[src/rtl/spi_daisy_chain.sv]
// SPI daisy-chain demonstrator: an internal master sends one byte into a chain
// of slaves; each slave re-sends its byte downstream, and the last one drives dout.
module spi_daisy_chain #(
  parameter int unsigned NUM_SLAVES = 2,
  parameter int unsigned CLK_DIV    = 4
) (
  input  logic       clk,
  input  logic       rst_n,
  input  logic       newd,
  input  logic [7:0] din,
  output logic [7:0] dout
);

  localparam int unsigned DIV_W = (CLK_DIV > 1) ? $clog2(CLK_DIV) : 1;

  typedef enum logic [1:0] {ST_IDLE, ST_SEND, ST_DONE} tx_state_e;

  // Stage k owns the transmitter of link k and the receiver (slave k) at its far end.
  // Link 0 is driven by the master; link k>0 is driven by slave k-1 forwarding its byte.
  for (genvar k = 0; k < NUM_SLAVES; k++) begin : stage
    logic             start;
    logic [7:0]       tx_byte;
    tx_state_e        state, state_d;
    logic             cs, cs_d, sclk, sclk_d, mosi, mosi_d;
    logic [7:0]       sh, sh_d;
    logic [DIV_W-1:0] div_cnt, div_d;
    logic [3:0]       edg, edg_d;
    logic             l_sclk, l_cs, l_mosi;
    logic             sclk_q, cs_q;
    logic [7:0]       rx_sh;
    logic [3:0]       rx_cnt;
    logic             rx_valid_c;

    // Transmit source and the wires the receiver listens on.
    if (k == 0) begin : g_src
      assign start   = newd;
      assign tx_byte = din;
      assign l_sclk  = master.sclk;
      assign l_cs    = master.cs;
      assign l_mosi  = master.mosi;
    end else begin : g_src
      assign start   = stage[k-1].g_fwd.pend;
      assign tx_byte = stage[k-1].g_fwd.pend_byte;
      assign l_sclk  = sclk;
      assign l_cs    = cs;
      assign l_mosi  = mosi;
    end

    // Transmitter state and line registers.
    always_ff @(posedge clk or negedge rst_n) begin
      if (!rst_n) begin
        state   <= ST_IDLE;
        cs      <= 1'b1;
        sclk    <= 1'b0;
        mosi    <= 1'b0;
        sh      <= '0;
        div_cnt <= '0;
        edg     <= '0;
      end else begin
        state   <= state_d;
        cs      <= cs_d;
        sclk    <= sclk_d;
        mosi    <= mosi_d;
        sh      <= sh_d;
        div_cnt <= div_d;
        edg     <= edg_d;
      end
    end

    // Transmitter next state: 16 sclk edges per frame, mosi shifts on falling edges.
    always_comb begin
      state_d = state;
      cs_d    = cs;
      sclk_d  = sclk;
      mosi_d  = mosi;
      sh_d    = sh;
      div_d   = div_cnt;
      edg_d   = edg;
      unique case (state)
        ST_IDLE: begin
          cs_d   = 1'b1;
          sclk_d = 1'b0;
          if (start) begin
            sh_d    = tx_byte;
            mosi_d  = tx_byte[7];
            cs_d    = 1'b0;
            div_d   = '0;
            edg_d   = '0;
            state_d = ST_SEND;
          end
        end
        ST_SEND: begin
          if (div_cnt == DIV_W'(CLK_DIV - 1)) begin
            div_d  = '0;
            sclk_d = ~sclk;
            edg_d  = edg + 4'd1;
            if (sclk) begin
              sh_d   = {sh[6:0], 1'b0};
              mosi_d = sh[6];
              if (edg == 4'd15) state_d = ST_DONE;
            end
          end else begin
            div_d = div_cnt + DIV_W'(1);
          end
        end
        ST_DONE: begin
          cs_d    = 1'b1;
          mosi_d  = 1'b0;
          state_d = ST_IDLE;
        end
        default: state_d = ST_IDLE;
      endcase
    end

    // Receiver: shift on sclk rise while selected; byte valid on cs rise after >=8 bits.
    always_ff @(posedge clk or negedge rst_n) begin
      if (!rst_n) begin
        sclk_q <= 1'b0;
        cs_q   <= 1'b1;
        rx_sh  <= '0;
        rx_cnt <= '0;
      end else begin
        sclk_q <= l_sclk;
        cs_q   <= l_cs;
        if (!l_cs && l_sclk && !sclk_q) begin
          rx_sh <= {rx_sh[6:0], l_mosi};
          if (rx_cnt != 4'd8) rx_cnt <= rx_cnt + 4'd1;
        end else if (l_cs && !cs_q) begin
          rx_cnt <= '0;
        end
      end
    end

    assign rx_valid_c = l_cs && !cs_q && (rx_cnt == 4'd8);

    // One-deep forward queue; a newer byte overwrites one still waiting.
    if (k < NUM_SLAVES - 1) begin : g_fwd
      logic       pend;
      logic [7:0] pend_byte;

      always_ff @(posedge clk or negedge rst_n) begin
        if (!rst_n) begin
          pend      <= 1'b0;
          pend_byte <= '0;
        end else if (rx_valid_c) begin
          pend      <= 1'b1;
          pend_byte <= rx_sh;
        end else if (stage[k+1].state == ST_IDLE) begin
          pend      <= 1'b0;
        end
      end
    end
  end

  // Named view of the master's link for observation.
  if (1'b1) begin : master
    logic sclk, cs, mosi;
    assign sclk = stage[0].sclk;
    assign cs   = stage[0].cs;
    assign mosi = stage[0].mosi;
  end

  // Last slave's byte lands on dout the clock after its frame closes.
  always_ff @(posedge clk or negedge rst_n) begin
    if (!rst_n) begin
      dout <= '0;
    end else if (stage[NUM_SLAVES-1].rx_valid_c) begin
      dout <= stage[NUM_SLAVES-1].rx_sh;
    end
  end

endmodule

[config.mk]
export PLATFORM = sky130hd
export DESIGN_NAME = spi_daisy_chain
export DESIGN_NICKNAME = d
export VERILOG_FILES = /design/src/rtl/spi_daisy_chain.sv
export SDC_FILE = /design/constraint.sdc
export NUM_CORES = 1
export LEC_CHECK = 0
export CORE_MARGIN = 3
export CORE_UTILIZATION = 39
export CTS_CLUSTER_SIZE = 14
export DETAILED_ROUTE_END_ITERATION = 10
export GPL_ROUTABILITY_DRIVEN = 0
export HOLD_SLACK_MARGIN = 0.02
export PLACE_DENSITY_LB_ADDON = 0.15
export SYNTH_ARGS = -nofsm -noshare
export SYNTH_HDL_FRONTEND = slang
export SYNTH_SLANG_ARGS = --single-unit
[constraint.sdc]
create_clock -name clk -period 1.66 [get_ports clk]
set_input_delay 0.249 -clock clk [delete_from_list [all_inputs] [get_ports clk]]
set_output_delay 0.249 -clock clk [all_outputs]
set_load 0.005 [all_outputs]
==> results of run 1 <==
==> cells by family after synthesis <==
family,synth area share [%]
XOR/XNOR,0.447
AO/OA/AOI/OAI,9.96
adder cells (fa/ha/maj),5.75
flip-flops,51.9
buffers and inverters,2.78
multiplexers,19.1
AND/OR/NAND/NOR,10.1
==> path summary, 6_finish.rpt <==
path,depth (start not counted),to,startpoint
setup / recovery,5,stage[0].sh[6]$_DFFE_PN0P_,stage[0].state[1]$_DFFE_PN0P_
hold / removal,2,stage[1].edg[2]$_DFFE_PN0P_,rst_n
setup reg to reg,5,stage[0].sh[6]$_DFFE_PN0P_,stage[0].state[1]$_DFFE_PN0P_
hold reg to reg,0,stage[1].cs_q$_DFF_PN1_,stage[1].cs$_DFFE_PN1P_
max in group asynchronous,3,stage[1].cs$_DFFE_PN1P_,rst_n
min in group clk,0,stage[1].cs_q$_DFF_PN1_,stage[1].cs$_DFFE_PN1P_
==> critical path, cell delays in order, from the launching register on <==
cell and delay [ps]:
sky130_fd_sc_hd__dfrtp_1 410, sky130_fd_sc_hd__inv_2 120, sky130_fd_sc_hd__ha_2 240, sky130_fd_sc_hd__buf_6 170, sky130_fd_sc_hd__mux2_2 350, sky130_fd_sc_hd__mux2_4 250
==> stage by stage <==
step	worst slack [ps]	utilization [%]	power, mW	setup TNS, ps
3_3_place_gp	-123	48.0	5.87	-1020
2_1_floorplan	-33.6	-	4.76	-168
6_report	8.57	51.7	7.77	0
5_1_grt	-57.6	51.7	8.35	-312
3_5_place_dp	-175	48.0	5.95	-1580
4_1_cts	-8.33	50.5	7.50	-10.3
==> cell usage in the layout, fill, tap and decap left out, types with 4 or more instances in the layout <==
| cell | instances |
|---|---|
| sky130_fd_sc_hd__a211oi_1 | 4 |
| sky130_fd_sc_hd__a21oi_1 | 9 |
| sky130_fd_sc_hd__buf_4 | 37 |
| sky130_fd_sc_hd__buf_6 | 5 |
| sky130_fd_sc_hd__clkbuf_8 | 9 |
| sky130_fd_sc_hd__clkdlybuf4s50_1 | 17 |
| sky130_fd_sc_hd__dfrtp_1 | 76 |
| sky130_fd_sc_hd__dfstp_2 | 4 |
| sky130_fd_sc_hd__ha_1 | 13 |
| sky130_fd_sc_hd__ha_4 | 4 |
| sky130_fd_sc_hd__inv_1 | 12 |
| sky130_fd_sc_hd__inv_2 | 4 |
| sky130_fd_sc_hd__mux2_2 | 53 |
| sky130_fd_sc_hd__mux2_4 | 7 |
| sky130_fd_sc_hd__mux2i_1 | 6 |
| sky130_fd_sc_hd__nand2_1 | 9 |
| sky130_fd_sc_hd__nand2b_1 | 4 |
| sky130_fd_sc_hd__nand3_1 | 9 |
| sky130_fd_sc_hd__nand3b_1 | 8 |
| sky130_fd_sc_hd__nor2_1 | 4 |
| sky130_fd_sc_hd__o21ai_0 | 13 |
==> timing repair <==
item                                    4_1_cts  5_1_grt
hold buffers                                  1        0
endpoints found under the hold margin        20        0
setup buffers                                 0        2
gates resized for setup                       7       23
gates cloned                                  0        0
endpoints found under the setup margin       14       20
pin swaps                                     3        3
==> layout make-up <==
class / instances / area, µm²
inverters: 16 / 60.1
well taps: 129 / 161
clock buffers: 9 / 124
flip-flops and latches: 81 / 2030
clock inverters: 7 / 70.1
repair buffers: 62 / 554
fillers: 873 / 4590
multi-input cells: 201 / 1910
==> report_power, final <==
group / switching, mW / internal [mW]
Clock: 0.728 / 0.695
Combinational: 1.59 / 1.94
Sequential: 0.348 / 2.47
Total: 2.67 / 5.10
==> routing by layer <==
| metal | up-vias | GRT usage [%] | wire length, µm |
|---|---|---|---|
| met1 | 1263 | 18.2 | 3400 |
| met4 | 0 | 4.07 | 87 |
| met3 | 9 | 3.64 | 225 |
| met2 | 34 | 22.8 | 3630 |
| met5 | - | 0 | 0 |
| li1 | 1253 | - | - |
==> state kept, by name, indices dropped and copies added (netlist names), 4 cells and up <==
name and cells:
dout 8, stage.div_cnt 4, stage.edg 8, stage.g_fwd.pend_byte 8, stage.rx_cnt 8, stage.rx_sh 16, stage.sh 14, stage.state 4
==> key figures, run 1 <==
Clock tree
  • Count of clock tree sinks: between 80 and 90
  • Clk root buf: sky130_fd_sc_hd__clkbuf_8
  • Clock Path Buffers: 2
  • H-tree levels: 3
  • Clock tree from TritonCTS: built
  • Number of clock buffers inserted by TritonCTS: 9
  • CTS clock-pin slew for the worst setup and hold paths: 90 ps
  • Source-to-sink clock delay at the later pin of the worst-skew pair: 350 ps

Placed design
  • Count of port buffers added during placement: 18
  • DP HPWL: 5220 µm
  • Instance area at placement: between 4000 and 5000 µm²
  • Number of cells after detailed placement: ~490

Cells and area
  • NumNets Final: 400
  • Non-filler cells in the finished layout: 505
  • Area added between synthesis and finish: 25.3%
  • Share of post-route cells with drive strength above 1: 40.2%
  • Number of diodes: 0
  • Final non-filler cell area: 4910 µm²

Yosys
  • Library cell with the largest summed area after synthesis: sky130_fd_sc_hd__dfrtp_1
  • Post-synthesis instance total: 307
  • Number of enable-type register cells in the synthesized netlist: 0
  • Netlist Area Pre-Place: a little under 4000 µm²
  • Share of flip-flops with an asynchronous set or reset: 100%
  • Cell types with the largest area share after synthesis: sky130_fd_sc_hd__dfrtp_1, sky130_fd_sc_hd__mux2_2, sky130_fd_sc_hd__ha_1
  • Synthesized Nets: 336
  • Predominant post-synthesis flop cell: sky130_fd_sc_hd__dfrtp_1
  • Dominant cell by count in the synthesized netlist: sky130_fd_sc_hd__dfrtp_1
  • Library cells used by synthesis: 53
  • Synth top area share: 49.2%
  • Sequential element share of the synthesized area: 51.9%
  • Mean instance size in the synthesized netlist: 12.8 µm²
  • Number of warnings issued by yosys: 0
  • Top cells by instance count after synthesis: sky130_fd_sc_hd__dfrtp_1, sky130_fd_sc_hd__mux2_2, sky130_fd_sc_hd__ha_1, sky130_fd_sc_hd__inv_1, sky130_fd_sc_hd__o21ai_0
  • Flop and latch count out of synthesis: 81

Floorplan
  • Initial standard-cell utilization of the core: about two fifths
  • Floorplan die area: 11300 µm²
  • Core ar.: between 9000 and 10000 µm²
  • Vertical die dimension: 106 µm
  • Die Wd: 106 µm
  • Top-level I/O count: 19
  • Number of core rows: 35

Power
  • Worst IR drop on VDD: 0.790 mV
  • Power Density: about 1600 nW/µm²
  • LEAKAGE: 2.29 nW

Drt
  • Drt via density: approximately 5
  • Number of routed nets with antenna violations: 0
  • Average routed wire per standard cell: ~15 µm
  • Detailed router's first-iteration violation count: 55
  • Total routed wirelength: 7340 µm
  • Pre-antenna DRT Iters: 4
  • DR DRC count: 0
  • Routed vias: 2559

Global route
  • GR Overflow Total: 0
  • Total routing usage reported by global routing: 13.9%
  • Via count of the first global-routing pass: 2661
  • Global-route wire length before repair: ~13000 µm
  • Antenna violations before repair: 0
  • Pin count of the biggest net entering global routing: 35

Worst setup path
  • Setup slack on the worst flop-to-flop path: between 8 and 9 ps
  • Critical path class: flip-flop to flip-flop
  • Data arrival time of the critical path: around 1900 ps
  • Nature of the critical path endpoint: flip-flop
  • WP data required: 1900 ps
  • Critical path launch point type: flip-flop
  • Highest fanout seen on the critical path: 11

Timing
  • Top achievable clock speed: around 610 MHz
  • Final setup violation count: 0
  • Setup repair after global routing missed its margin: yes
  • Hold Violations, Final: 0
  • Headroom to the max-slew limit: 78.5%
  • Final cycle utilization of the critical path: ~99%
  • Final critical delay including setup and external delays: 1650 ps
  • Hold slack final: 339 ps
  • Transition at the pin with the smallest max-transition slack: around 320 ps
  • Worst clock skew: 6.64 ps
  • Final slew viol count: 0

Run status
  • Result of the run: complete, no violations

Run
  • Max Cap Viol: 0

Min path
  • Hold Path Class: input port to asynchronous set/reset pin
No activity file was read; power rests on OpenSTA's default activity.
==> run 2: changes to the inputs <==
--- a/config.mk
+++ b/config.mk
@@ -11,6 +11,7 @@
 export DETAILED_ROUTE_END_ITERATION = 10
 export GPL_ROUTABILITY_DRIVEN = 0
 export HOLD_SLACK_MARGIN = 0.02
+export MAX_ROUTING_LAYER = met4
 export PLACE_DENSITY_LB_ADDON = 0.15
 export SYNTH_ARGS = -nofsm -noshare
 export SYNTH_HDL_FRONTEND = slang
==> run 2 against run 1 <==
  * Cell area decreased by 0.23%
  * Wire length decreased by 0.12%
  * Critical path depth increased by 1
  * Global-route usage increased by 0.40 points
  * Register-to-register slack about the same
  * Largest power group unchanged
  * Clock power about the same
  * Sequential share of layout area increased by 0.070 points
  * Die area unchanged
  * Clock skew decreased by 0.68 ps
  * Fmax increased by 0.80%
  * Critical endpoint is now stage[0].sh[5]$_DFFE_PN0P_
  * Cell count unchanged
==> key figures, run 2 (synthesis gave the netlist of run 1 again) <==
Worst setup path
  • Largest stage delay on the critical path: 420 ps (about the same)
  • Nature of the critical path endpoint: flip-flop
  • Crit path cell chain: inv_2 > ha_4 > and2b_2 > nor3_4 > buf_12 > mux2_4
  • Dominant delay contributor by cell family on the critical path: simple AND/OR/NAND/NOR gates
  • WP data required: 1900 ps (about the same)
  • Logic depth of the worst setup path including buffers: 6 (+1)
  • Highest fanout seen on the critical path: 7 (-4)
  • Data arrival time of the critical path: 1870 ps (-20 ps)
  • Critical path launch point: stage[0].state[0]$_DFFE_PN0P_
  • Critical path launch point type: flip-flop
  • Critical path's slowest cell: sky130_fd_sc_hd__dfrtp_1
  • Critical path class: flip-flop to flip-flop
  • Startpoint of the worst register-to-register path: stage[0].state[0]$_DFFE_PN0P_
  • Cells on worst reg2reg path: 6 (+1)
  • Number of buffers and inverters on the critical path: 2 (unchanged)

Global route
  • GR Overflow Total: 0 (unchanged)
  • Layer with the highest usage after global routing: met2
  • Met3 Track Usage GR: 3.46% (-0.18 points)
  • Met1 routing resource usage after global routing: 18.1% (-0.078 points)
  • Total routing usage reported by global routing: 14.3% (+0.40 points)
  • Antenna violations before repair: 0 (unchanged)
  • Via count of the first global-routing pass: 2669 (+0.30%)
  • Global-route wire length before repair: 12700 µm (-0.11%)
  • Met2 Usage GRT: 22.8% (unchanged)
  • Pin count of the biggest net entering global routing: 35 (unchanged)

Clock tree
  • Clock tree from TritonCTS: built
  • CTS clock-pin slew for the worst setup and hold paths: 90 ps (about the same)
  • Count of clock tree sinks: 81 (unchanged)
  • Source-to-sink clock delay at the later pin of the worst-skew pair: 340 ps (about the same)
  • Number of clock buffers inserted by TritonCTS: 9 (unchanged)
  • Clk root buf: sky130_fd_sc_hd__clkbuf_8
  • H-tree levels: 3 (unchanged)
  • Clock Path Buffers: 2 (unchanged)

Placed design
  • Setup slack at placement: -175 ps (unchanged)
  • Count of port buffers added during placement: 18 (unchanged)
  • Instance area at placement: 4560 µm² (unchanged)
  • DP HPWL: 5220 µm (unchanged)

Timing
  • Hold Violations, Final: 0 (unchanged)
  • Setup repair after global routing missed its margin: yes
  • Final cycle utilization of the critical path: 98.7% (-0.79 points)
  • Worst clock skew: 5.96 ps (-0.682 ps)
  • Final slew viol count: 0 (unchanged)
  • Total Neg Setup Slack: 0 ps (unchanged)
  • Hold slack final: 341 ps (+1.49 ps)
  • Worst Slack Setup Final: 21.7 ps (+13.2 ps)
  • Headroom to the max-slew limit: 78.4% (about the same)
  • Top achievable clock speed: 610 MHz (+0.80%)
  • Final critical delay including setup and external delays: 1640 ps (-13.2 ps)
  • Final setup violation count: 0 (unchanged)
  • Transition at the pin with the smallest max-transition slack: 323 ps (+0.110 ps)

Drt
  • Total routed wirelength: 7330 µm (-0.12%)
  • Drt via density: 5.10 (+0.66%)
  • Detailed router's first-iteration violation count: 49 (-11%)
  • DR DRC count: 0 (unchanged)
  • Number of routed nets with antenna violations: 0 (unchanged)
  • Routed vias: 2576 (+0.66%)
  • Pre-antenna DRT Iters: 5 (+1)
  • Average routed wire per standard cell: 14.5 µm (-0.12%)

Run status
  • Result of the run: complete, no violations

Power
  • Combinational group share of total power: 45.5% (about the same)
  • Cell-internal power: 5.09 mW (-0.22%)
  • Worst IR drop on VDD: 0.789 mV (-0.12%)
  • Net Sw Frac: 34.3% (-0.065 points)
  • Power Density: 1580 nW/µm² (about the same)
  • Clock network fraction of design power: 18.3% (about the same)
  • LEAKAGE: 2.29 nW (about the same)
  • Reg power frac: 36.2% (about the same)
  • Net switching power of the design: 2.66 mW (-0.50%)

Floorplan
  • Core ar.: 9500 µm² (unchanged)
  • Initial standard-cell utilization of the core: 41.2% (unchanged)
  • Floorplan die area: 11300 µm² (unchanged)
  • Number of core rows: 35 (unchanged)
  • Top-level I/O count: 19 (unchanged)
  • Vertical die dimension: 106 µm (unchanged)
  • Die Wd: 106 µm (unchanged)

Cells and area
  • Most frequent cells in the layout: sky130_fd_sc_hd__dfrtp_1, sky130_fd_sc_hd__mux2_2, sky130_fd_sc_hd__buf_4
  • Register bank with the most flops: stage.rx_sh
  • Max reg flops: 16 (unchanged)
  • Area added between synthesis and finish: 25.0%
  • Most frequent standard cell in the layout excluding fill and tap cells: sky130_fd_sc_hd__dfrtp_1
  • NumNets Final: 400 (unchanged)
  • Final core utilization: 51.6% (-0.12 points)
  • Final non-filler cell area: 4900 µm² (-0.23%)
  • Share of post-route cells with drive strength above 1: 39.9% (-0.27 points)
  • Number of diodes: 0 (unchanged)
  • Regs by FF count: stage.rx_sh (16), stage.sh (14)

Run
  • Max Cap Viol: 0 (unchanged)

Min path
  • Hold Path Class: input port to asynchronous set/reset pin
==> run 2: cell counts in the layout (fill, tap and decap cells not counted) <==
No cell type changed its count.
==> run 2: worst reg2reg max path, cell delays in order (launching register included) <==
cell	delay [ps]
sky130_fd_sc_hd__dfrtp_1	420
sky130_fd_sc_hd__inv_2	70
sky130_fd_sc_hd__ha_4	160
sky130_fd_sc_hd__and2b_2	220
sky130_fd_sc_hd__nor3_4	210
sky130_fd_sc_hd__buf_12	150
sky130_fd_sc_hd__mux2_4	300
==> run 2: timing repair <==
item                       4_1_cts  5_1_grt
pin swaps                        3        4
resized for setup                7       21
buffers inserted                 0        2
setup endpoints to repair       14       19
hold endpoints to repair        20        0
hold buffers                     1        0
==> run 2: final cells by class <==
type / instances / area [µm²]
Clock buffer: 9 / 124
Clock inverter: 7 / 70.1
Fill cell: 876 / 4600
Timing Repair Buffer: 62 / 554
Sequential cell: 81 / 2030
Multi-Input combinational cell: 201 / 1900
Tap cell: 129 / 161
Inverter: 16 / 60.1
==> run 2: worst paths after layout <==
path / slack (ps) / end
worst max-delay path: 20 / stage[0].sh[5]$_DFFE_PN0P_
worst min-delay path: 340 / stage[1].edg[2]$_DFFE_PN0P_
max in group asynchronous: 730 / stage[1].cs$_DFFE_PN1P_
min in group clk: 390 / stage[1].cs_q$_DFF_PN1_
worst max register to register: 20 / stage[0].sh[5]$_DFFE_PN0P_
worst min register to register: 390 / stage[1].cs_q$_DFF_PN1_
==> run 2: per-stage QoR <==
step	power [mW]	std cells
floorplan	4.76	307
global placement	5.87	486
detailed placement	5.95	486
CTS	7.50	503
global route	8.32	505
finish	7.74	505
==> run 2: routing by layer <==
metal	part of all wire, %	vias up
li1	-	1251
met1	46	1273
met2	50	43
met3	3.1	9
met4	1.0	0
met5	0	-
==> run 2: power by group through the flow <==
stage / Combinational (mW) / Sequential, mW / Clock, mW
after global placement: 3.04 / 2.83 / 0
final: 3.52 / 2.80 / 1.42
after floorplan: 2.01 / 2.76 / 0
after CTS: 3.23 / 2.80 / 1.47
after global routing: 3.89 / 2.88 / 1.56
after detailed placement: 3.12 / 2.83 / 0
